**src/rtl/spi_pkg.sv**
```systemverilog
// rtl/spi_pkg.sv - shared state encoding, mode bit positions and helpers for the SPI master
package spi_pkg;

  typedef enum logic [2:0] {
    ST_IDLE  = 3'd0,
    ST_SETUP = 3'd1,
    ST_SHIFT = 3'd2,
    ST_HOLD  = 3'd3,
    ST_GAP   = 3'd4
  } spi_state_t;

  // Bit positions inside a {cpol, cpha} mode pair
  localparam int CPHA_BIT = 0;
  localparam int CPOL_BIT = 1;

  function automatic int clog2(input int value);
    int result;
    result = 0;
    for (int i = 0; i < 31; i++) begin
      if ((1 << i) < value) result = i + 1;
    end
    return result;
  endfunction

endpackage

```
**src/rtl/spi_tick_gen.sv**
```systemverilog
// rtl/spi_tick_gen.sv - SCK half-period tick generator; restarts on command accept
module spi_tick_gen #(
  parameter int DIV_W = 8
) (
  input  logic             clk_in,
  input  logic             rst_n_in,
  input  logic             restart_in,
  input  logic             run_in,
  input  logic [DIV_W-1:0] div_in,
  output logic             tick_out
);

  logic [DIV_W-1:0] div_q;
  logic [DIV_W-1:0] cnt_q;
  logic [DIV_W-1:0] div_eff;

  // A divider of zero behaves exactly like one
  assign div_eff  = (div_in == '0) ? DIV_W'(1) : div_in;
  assign tick_out = run_in && (cnt_q == '0);

  always_ff @(posedge clk_in or negedge rst_n_in) begin
    if (!rst_n_in) begin
      div_q <= DIV_W'(1);
      cnt_q <= '0;
    end else if (restart_in) begin
      div_q <= div_eff;
      cnt_q <= div_eff - 1'b1;
    end else if (run_in) begin
      if (cnt_q == '0) cnt_q <= div_q - 1'b1;
      else             cnt_q <= cnt_q - 1'b1;
    end
  end

endmodule

```
**src/rtl/spi_master_multi.sv**
```systemverilog
// rtl/spi_master_multi.sv - SPI master with runtime mode/length/CS/rate and parallel SDI lanes
module spi_master_multi
  import spi_pkg::*;
#(
  parameter  int MAX_BITS = 32,
  parameter  int N_SDI    = 1,
  parameter  int N_CS     = 4,
  parameter  int DIV_W    = 8,
  localparam int LEN_W    = clog2(MAX_BITS),
  localparam int CS_W     = (clog2(N_CS) > 1) ? clog2(N_CS) : 1
) (
  input  logic                      clk_in,
  input  logic                      rst_n_in,
  input  logic                      cmd_valid_in,
  output logic                      cmd_ready_out,
  input  logic [MAX_BITS-1:0]       cmd_data_in,
  input  logic [LEN_W-1:0]          cmd_len_in,
  input  logic [CS_W-1:0]           cmd_cs_in,
  input  logic                      cmd_cpol_in,
  input  logic                      cmd_cpha_in,
  input  logic [DIV_W-1:0]          clk_div_in,
  output logic                      rsp_valid_out,
  output logic [N_SDI*MAX_BITS-1:0] rsp_data_out,
  output logic [N_CS-1:0]           spi_scs_n_out,
  output logic                      spi_sck_out,
  output logic                      spi_sdo_out,
  input  logic [N_SDI-1:0]          spi_sdi_in
);

  localparam logic [LEN_W-1:0] LEN_MAX = LEN_W'(MAX_BITS - 1);

  spi_state_t state_q, state_d;
  logic                            init_done_q;
  logic [1:0]                      mode_q;
  logic [LEN_W-1:0]                len_q;
  logic [LEN_W:0]                  bit_cnt_q;
  logic [MAX_BITS-1:0]             tx_sr_q;
  logic [N_SDI-1:0][MAX_BITS-1:0]  rx_sr_q;
  logic [N_SDI-1:0][MAX_BITS-1:0]  rx_shift;
  logic [LEN_W-1:0]                len_clamped;
  logic [N_CS-1:0]                 cs_sel;
  logic tick, accept, lead_edge, trail_edge, last_bit, hold_end, sample;

  assign len_clamped = (cmd_len_in > LEN_MAX) ? LEN_MAX : cmd_len_in;

  always_comb begin
    cs_sel = '0;
    for (int i = 0; i < N_CS; i++) cs_sel[i] = (cmd_cs_in == CS_W'(i));
  end

  spi_tick_gen #(.DIV_W(DIV_W)) u_tick (
    .clk_in     (clk_in),
    .rst_n_in   (rst_n_in),
    .restart_in (accept),
    .run_in     (state_q != ST_IDLE),
    .div_in     (clk_div_in),
    .tick_out   (tick)
  );

  always_ff @(posedge clk_in or negedge rst_n_in) begin
    if (!rst_n_in) state_q <= ST_IDLE;
    else           state_q <= state_d;
  end

  always_comb begin
    state_d = state_q;
    case (state_q)
      ST_IDLE:  if (accept) state_d = ST_SETUP;
      ST_SETUP: if (tick) state_d = ST_SHIFT;
      ST_SHIFT: if (trail_edge && last_bit) state_d = ST_HOLD;
      ST_HOLD:  if (tick) state_d = ST_GAP;
      ST_GAP:   if (tick) state_d = ST_IDLE;
      default:  state_d = ST_IDLE;
    endcase
  end

  // Leading edge is the tick that moves SCK away from its idle level
  always_comb begin
    cmd_ready_out = (state_q == ST_IDLE) && init_done_q;
    accept        = cmd_ready_out && cmd_valid_in;
    lead_edge     = (state_q == ST_SHIFT) && tick && (spi_sck_out == mode_q[CPOL_BIT]);
    trail_edge    = (state_q == ST_SHIFT) && tick && (spi_sck_out != mode_q[CPOL_BIT]);
    last_bit      = (bit_cnt_q == {1'b0, len_q});
    hold_end      = (state_q == ST_HOLD) && tick;
    sample        = mode_q[CPHA_BIT] ? trail_edge : lead_edge;
  end

  always_ff @(posedge clk_in or negedge rst_n_in) begin
    if (!rst_n_in) begin
      init_done_q   <= 1'b0;
      mode_q        <= 2'b00;
      len_q         <= '0;
      bit_cnt_q     <= '0;
      tx_sr_q       <= '0;
      rsp_valid_out <= 1'b0;
      spi_scs_n_out <= '1;
      spi_sck_out   <= 1'b0;
      spi_sdo_out   <= 1'b1;
    end else begin
      init_done_q   <= 1'b1;
      rsp_valid_out <= 1'b0;
      if (accept) begin
        mode_q        <= {cmd_cpol_in, cmd_cpha_in};
        len_q         <= len_clamped;
        bit_cnt_q     <= '0;
        tx_sr_q       <= cmd_data_in << (LEN_MAX - len_clamped);
        spi_scs_n_out <= ~cs_sel;
        spi_sck_out   <= cmd_cpol_in;
        spi_sdo_out   <= cmd_cpha_in ? 1'b1 : cmd_data_in[len_clamped];
      end
      if (lead_edge) begin
        spi_sck_out <= ~spi_sck_out;
        if (mode_q[CPHA_BIT]) spi_sdo_out <= tx_sr_q[MAX_BITS-1];
      end
      if (trail_edge) begin
        spi_sck_out <= ~spi_sck_out;
        bit_cnt_q   <= bit_cnt_q + 1'b1;
        tx_sr_q     <= tx_sr_q << 1;
        if (!mode_q[CPHA_BIT] && !last_bit) spi_sdo_out <= tx_sr_q[MAX_BITS-2];
      end
      if (hold_end) begin
        spi_scs_n_out <= '1;
        spi_sdo_out   <= 1'b1;
        rsp_valid_out <= 1'b1;
      end
    end
  end

  for (genvar k = 0; k < N_SDI; k++) begin : g_rx
    assign rx_shift[k] = {rx_sr_q[k][MAX_BITS-2:0], spi_sdi_in[k]};
  end

  always_ff @(posedge clk_in or negedge rst_n_in) begin
    if (!rst_n_in) begin
      rx_sr_q      <= '0;
      rsp_data_out <= '0;
    end else begin
      if (accept)      rx_sr_q <= '0;
      else if (sample) rx_sr_q <= rx_shift;
      if (hold_end) rsp_data_out <= rx_sr_q;
    end
  end

endmodule

```
**config.mk**
```make
export PLATFORM = sky130hd
export DESIGN_NAME = spi_master_multi
export DESIGN_NICKNAME = d
export VERILOG_FILES = /design/src/rtl/spi_pkg.sv /design/src/rtl/spi_tick_gen.sv /design/src/rtl/spi_master_multi.sv
export SDC_FILE = /design/constraint.sdc
export NUM_CORES = 1
export LEC_CHECK = 0
export BUFFER_PORTS_ARGS = -buffer_cell sky130_fd_sc_hd__buf_2
export CORE_MARGIN = 2
export CORE_UTILIZATION = 30
export DETAILED_ROUTE_END_ITERATION = 8
export HOLD_SLACK_MARGIN = 0.1
export PLACE_DENSITY_LB_ADDON = 0.15
export RECOVER_POWER = 50
export SLEW_MARGIN = 20
export SYNTH_ARGS = -nofsm -noshare
export SYNTH_HDL_FRONTEND = slang
export SYNTH_SLANG_ARGS = --single-unit
export TNS_END_PERCENT = 1
```
**constraint.sdc**
```tcl
create_clock -name clk_in -period 6.6 [get_ports clk_in]
set_input_delay 0.33 -clock clk_in [delete_from_list [all_inputs] [get_ports clk_in]]
set_output_delay 0.33 -clock clk_in [all_outputs]
set_load 0.1 [all_outputs]
```
Word-level counts from Yosys, hierarchy flattened
Index checks and enable logic that the tools add are counted.
{"block": "totals", "word_cells": 94, "reg_bits": 136, "in_bits": 53}
{"block": "classes", "n_reduce_logical": 22, "n_shift": 1, "magnitude_cmp": 2, "addsub": 5, "eq_ne": 15, "mux": 33, "n_bitwise": 2}
{"operator": "$mux W32", "n": 4}
{"operator": "$mux W8", "n": 4}
{"operator": "$shl A32 B5 Y32", "n": 1}
{"operator": "$sub A8 B1 Y8 const B", "n": 3}
{"operator": "$logic_not A8 Y1", "n": 2}
{"operator": "$mux W3", "n": 5}
{"operator": "$pmux W3 S5", "n": 1}
{"operator": "$mux W1", "n": 13}
{"operator": "$mux W6", "n": 2}
{"operator": "$ne A2 B2 Y1 const B", "n": 5}
{"operator": "$logic_and A1 B1 Y1", "n": 9}
{"operator": "$mux W4", "n": 2}
{"operator": "$reduce_bool A2 Y1", "n": 4}
{"operator": "$add A6 B1 Y6 const B", "n": 1}
{"operator": "$eq A3 B2 Y1 const B", "n": 2}
{"operator": "$eq A6 B5 Y1", "n": 1}
{"operator": "$lt A5 B6 Y1 const B", "n": 1}
{"operator": "$reduce_bool A3 Y1", "n": 2}
{"operator": "$bmux W1 S5", "n": 1}
{"operator": "$gt A5 B5 Y1 const B", "n": 1}
{"operator": "$mux W5", "n": 1}
{"operator": "$reduce_and A5 Y1", "n": 1}
{"operator": "$sub A5 B5 Y5 const A", "n": 1}
{"operator": "$eq A2 B2 Y1 const B", "n": 2}
{"operator": "other kinds (10)", "n": 11}

Logic depth before layout (Yosys ltp)
{"block": "logic_depth", "depth_word": 11, "mapped_depth": 13}

Modules after synthesis
A second synthesis with hierarchy kept.
{"block": "unflattened", "hier_cells": 851, "area_unflattened_um2": 8090.3}
{"module": "spi_master_multi", "n_inst": 1, "seq_area_each_um2": 3009.1, "cells_per_inst": 746, "area_per_inst_um2": 7073.0}
{"module": "spi_tick_gen", "n_inst": 1, "seq_area_each_um2": 401.6, "cells_per_inst": 105, "area_per_inst_um2": 1017.2}

Least setup slack after synthesis
Ideal clock, no wire load.
{"block": "synth_timing", "path_type": "register to register", "startpoint": "register state_q[2]", "endpoint": "register u_tick.cnt_q[6]", "setup_slack_ps": 3903, "setup_time_ps": 165, "synth_period_minus_slack_ps": 2697, "path_stages_with_launch": 14, "arrival_ps": 2531, "path_buffers": 4, "path_cell_list": "dfrtp_1 buf_6 nor4b_4 and2_1 buf_2 clkbuf_1 clkbuf_1 nand2_1 nand2_1 ha_1 o211ai_1 nor4_1 xnor2_1 o21ai_0"}
{"block": "synth_between", "elab_chain_len": 4}
{"element": "start: declaration", "line": "spi_master_multi.sv:32", "rtl": "spi_state_t state_q, state_d;"}
{"element": "start signal: assignment", "line": "spi_master_multi.sv:62", "rtl": "else state_q <= state_d;"}
{"element": "$logic_not A3 Y1", "line": "spi_master_multi.sv:79", "rtl": "cmd_ready_out = (state_q == ST_IDLE) && init_done_q;"}
{"element": "$logic_and A1 B1 Y1", "line": "spi_master_multi.sv:79"}
{"element": "$logic_and A1 B1 Y1", "line": "spi_master_multi.sv:80", "rtl": "accept = cmd_ready_out && cmd_valid_in;"}
{"element": "$mux W8 or $reduce_bool A2 Y1 (tied branches)"}
{"element": "end signal: assignment", "line": "spi_tick_gen.sv:27", "rtl": "cnt_q <= div_eff - 1'b1;"}
{"element": "end signal: assignment", "line": "spi_tick_gen.sv:29", "rtl": "if (cnt_q == '0) cnt_q <= div_q - 1'b1;"}
{"element": "end signal: assignment", "line": "spi_tick_gen.sv:30", "rtl": "else cnt_q <= cnt_q - 1'b1;"}
{"element": "end: declaration", "line": "spi_tick_gen.sv:14", "rtl": "logic [DIV_W-1:0] cnt_q;"}
Several ways; a longest one is shown, not always the timed one.
A chain may end at the register's enable or synchronous reset.

Worst setup path after layout
{"block": "layout_timing", "startpoint": "register state_q[1]", "endpoint": "register u_tick.cnt_q[7]"}
The elaborated chain is that of the path after synthesis.

==> flow_metrics.env <==
export IMPL_status="finished with violations"
export IMPL_violations="max-capacitance violations, max-slew violations"
export IMPL_total_power_w=0.00300
export IMPL_critPathKind="reg2reg"
export IMPL_std_cell_rows=58
export IMPL_postRouteAntennaNets=0
export IMPL_htree_num_levels=4
export IMPL_cts_buffers=17
export IMPL_io_pin_count=93
export IMPL_dpl_cell_area_mm2=0.00824
export IMPL_synth_cell_types=62
export IMPL_syn_inst=806
export IMPL_min_delay_start="cmd_cpol_in"
export IMPL_track_usage=0.155
export IMPL_synth_top_cell_area_share=0.432
export IMPL_r2r_setup_slack_ns=2.42
export IMPL_r2r_end="u_tick.cnt_q[7]"
export IMPL_grt_setup_unrepaired="no"
export IMPL_crit_start="state_q[1]"
export IMPL_arrival_ns=4.54
export IMPL_clock_sinks=136
export IMPL_dp_hpwl_um=13100
export IMPL_whs_endpoint="mode_q[1]"
export IMPL_vdd_ir_drop_max_v=0.000185
export IMPL_met3RoutedLength_um=880
export IMPL_maxSlewViolCount=78
export IMPL_core_mm2=0.0249
export IMPL_max_clock_freq_mhz=239
export IMPL_start_util=0.303
export IMPL_setup_violations=0
export IMPL_critPathRequiredTime_ns=6.96
export IMPL_min_path_cells=3
export IMPL_tightest_slew_ns=2.94
export IMPL_cts_buffer_depth=2
export IMPL_dieArea_mm2=0.0264
export IMPL_diodes=0
export IMPL_hold_class="in2reg"
export IMPL_vias_per_cell=4.98
export IMPL_r2r_cells=7
export IMPL_leakage_nw=4.02
export IMPL_dr_pass1_iters=5
export IMPL_hold_violations=0
export IMPL_synth_edf_count=0
export IMPL_synth_seq_cells=136
export IMPL_drt_iter0_drc=601
export IMPL_grt_pass1_wl_um=32600
export IMPL_topRoutingLayerUsed="met4"
export IMPL_path_clk_slew_ns=0.06
export IMPL_synthTopCellsByArea="dfrtp_1 (43%), nand2_1 (12%), mux4_2 (11%)"
export IMPL_r2r_start="state_q[1]"
export IMPL_fill_cells=2592
export IMPL_synth_avg_cell_area_um2=9.35
export IMPL_postLayoutCellArea_mm2=0.00873
export IMPL_worstSkewPairLatency_ns=0.42
export IMPL_die_x_um=163
export IMPL_drive_gt1_frac=0.179
export IMPL_wire_per_inst_um=16.0
export IMPL_yosysSeqAreaShare=0.453
export IMPL_drc_errors=0
export IMPL_dieHeight_um=163
export IMPL_grt_max_degree=84
export IMPL_area_growth_pct=15.8
export IMPL_antenna_found_initial=0
export IMPL_place_gp_congestion=0.798
export IMPL_synth_most_common_cell="nand2_1"
export IMPL_maxCapViolations=3
export IMPL_root_buffer="clkbuf_16"
export IMPL_drt_met1_wl_um=9780
export IMPL_syn_nets=861
export IMPL_port_buffer_count=92
export IMPL_synth_main_ff_cell="dfrtp_1"
export IMPL_post_route_min_period_ns=4.18
export IMPL_max_slew_margin=-0.961
export IMPL_finalSetupTns_ns=0
export IMPL_vias=6036
export IMPL_wirelength_um=19400
export IMPL_synth_commonest_cells="nand2_1 (249), dfrtp_1 (130), nand3_1 (59)"
export IMPL_worstSetupEndpointType="flip-flop"
export IMPL_grt_pass1_vias=6007
export IMPL_worstPathMaxFanout=34
export IMPL_grt_overflow=0
export IMPL_finalCritPeriodShare=0.634
export IMPL_netlist_area_mm2=0.00754
export IMPL_startpoint_type="flip-flop"
export IMPL_cts_tree="done"
export IMPL_wl_met2_um=8480
export IMPL_power_density_mw_per_mm2=344
export IMPL_yosys_area_top_type="dfrtp_1"
export IMPL_final_nets=923
export IMPL_ys_warn_count=0
export IMPL_synth_async_reset_ratio=1.00
export IMPL_clock_skew_final_ns=0.00765
## how the worst max path moves through the flow
stage | to | slack [ns] | cells past startpoint
final | u_tick.cnt_q[7] | 2.42 | 7
after global routing | len_q[1] | 2.04 | 3
after CTS | u_tick.cnt_q[7] | 3.41 | 7
after detailed placement | u_tick.cnt_q[7] | 3.43 | 7
after global placement | u_tick.cnt_q[7] | 3.51 | 7
after floorplan | u_tick.cnt_q[6] | 3.90 | 13
## cells by family (layout without fill, tap and decap cells)
logic type,Yosys count,after routing,share of synthesized area
mux,71,71,0.156
compound gates,137,137,0.115
other cells,1,1,0.000498
simple gates,377,377,0.217
fa+ha+maj,2,2,0.00332
buf+inv,68,143,0.0388
flops,136,136,0.453
xor+xnor,14,14,0.0163
## timing repair
item,4_1_cts,5_1_grt
setup endpoints to repair,0,0
buffers inserted,0,0
hold buffers,1,0
gates resized for setup,0,0
endpoints found under the hold margin,80,0
## final cells by class
cell class | count | area, um2 | area share
clock buffers | 18 | 439 | 0.0503
clock inverters | 14 | 129 | 0.0148
inverters | 8 | 30.0 | 0.00344
multi-input cells | 602 | 3810 | 0.436
flip-flops and latches | 136 | 3410 | 0.391
well taps | 330 | 413 | 0.0473
repair buffers | 103 | 499 | 0.0572
## state kept, by name, indices dropped and copies added, names as in the netlist
signal	count
rsp_data_out	32
rx_sr_q	32
tx_sr_q	32
u_tick.cnt_q	8
u_tick.div_q	8
bit_cnt_q	6
len_q	5
spi_scs_n_out	4
state_q	3
mode_q	2
init_done_q	1
rsp_valid_out	1
spi_sck_out	1
spi_sdo_out	1
## worst max-delay path, cell delays in order (launching register included)
cell and delay [ns]:
dfrtp_1 0.50, nor4b_1 1.59, and2_1 0.38, buf_4 0.38
o21ai_0 0.25, or3_1 0.42, or4b_1 0.50, nand3_1 0.09
## layout by cell type (no fill, tap or decap), types with 3 or more instances in the layout
master	synthesis	layout
nand2_1	249	249
dfrtp_1	130	130
nand3_1	59	59
buf_2	12	52
o21ai_0	48	48
clkbuf_1	34	40
nor2_1	37	36
mux4_2	36	36
mux2i_1	22	22
a21oi_1	19	19
clkbuf_16	0	17
mux2_2	13	13
a22oi_1	12	12
xnor2_1	10	10
o21a_1	9	9
buf_4	2	9
a31oi_1	8	8
o22ai_1	8	8
nor4_1	5	6
dfstp_2	6	6
inv_1	6	5
o211ai_1	5	5
inv_6	0	5
a2bb2oi_1	4	4
nor3_1	4	4
xor2_1	4	4
inv_8	0	4
and2_1	3	3
a32oi_1	3	3
a21o_1	3	3
clkinvlp_4	0	3
## per-stage QoR
step,utilization,setup WS (ns),std cells,hold slack [ns]
2_1_floorplan,-,3.90,806,0.0344
3_3_place_gp,0.331,3.51,1178,0.454
3_5_place_dp,0.331,3.43,1178,0.451
4_1_cts,0.354,3.41,1211,0.119
5_1_grt,0.351,2.04,1211,0.140
6_report,0.351,2.42,1211,0.138
## where the power goes
group,internal (W),total (W),switching [W]
Combinational,0.000304,0.000865,0.000561
Sequential,0.00106,0.00122,0.000166
Clock,0.000507,0.000913,0.000406
Total,0.00187,0.00300,0.00113
## metal layers
metal / vias to the layer above / track usage
li1: 2952 / -
met1: 2897 / 0.226
met2: 169 / 0.234
met3: 18 / 0.0283
met4: 0 / 0.0438
met5: - / 0
No activity file was read; power rests on OpenSTA's default activity.
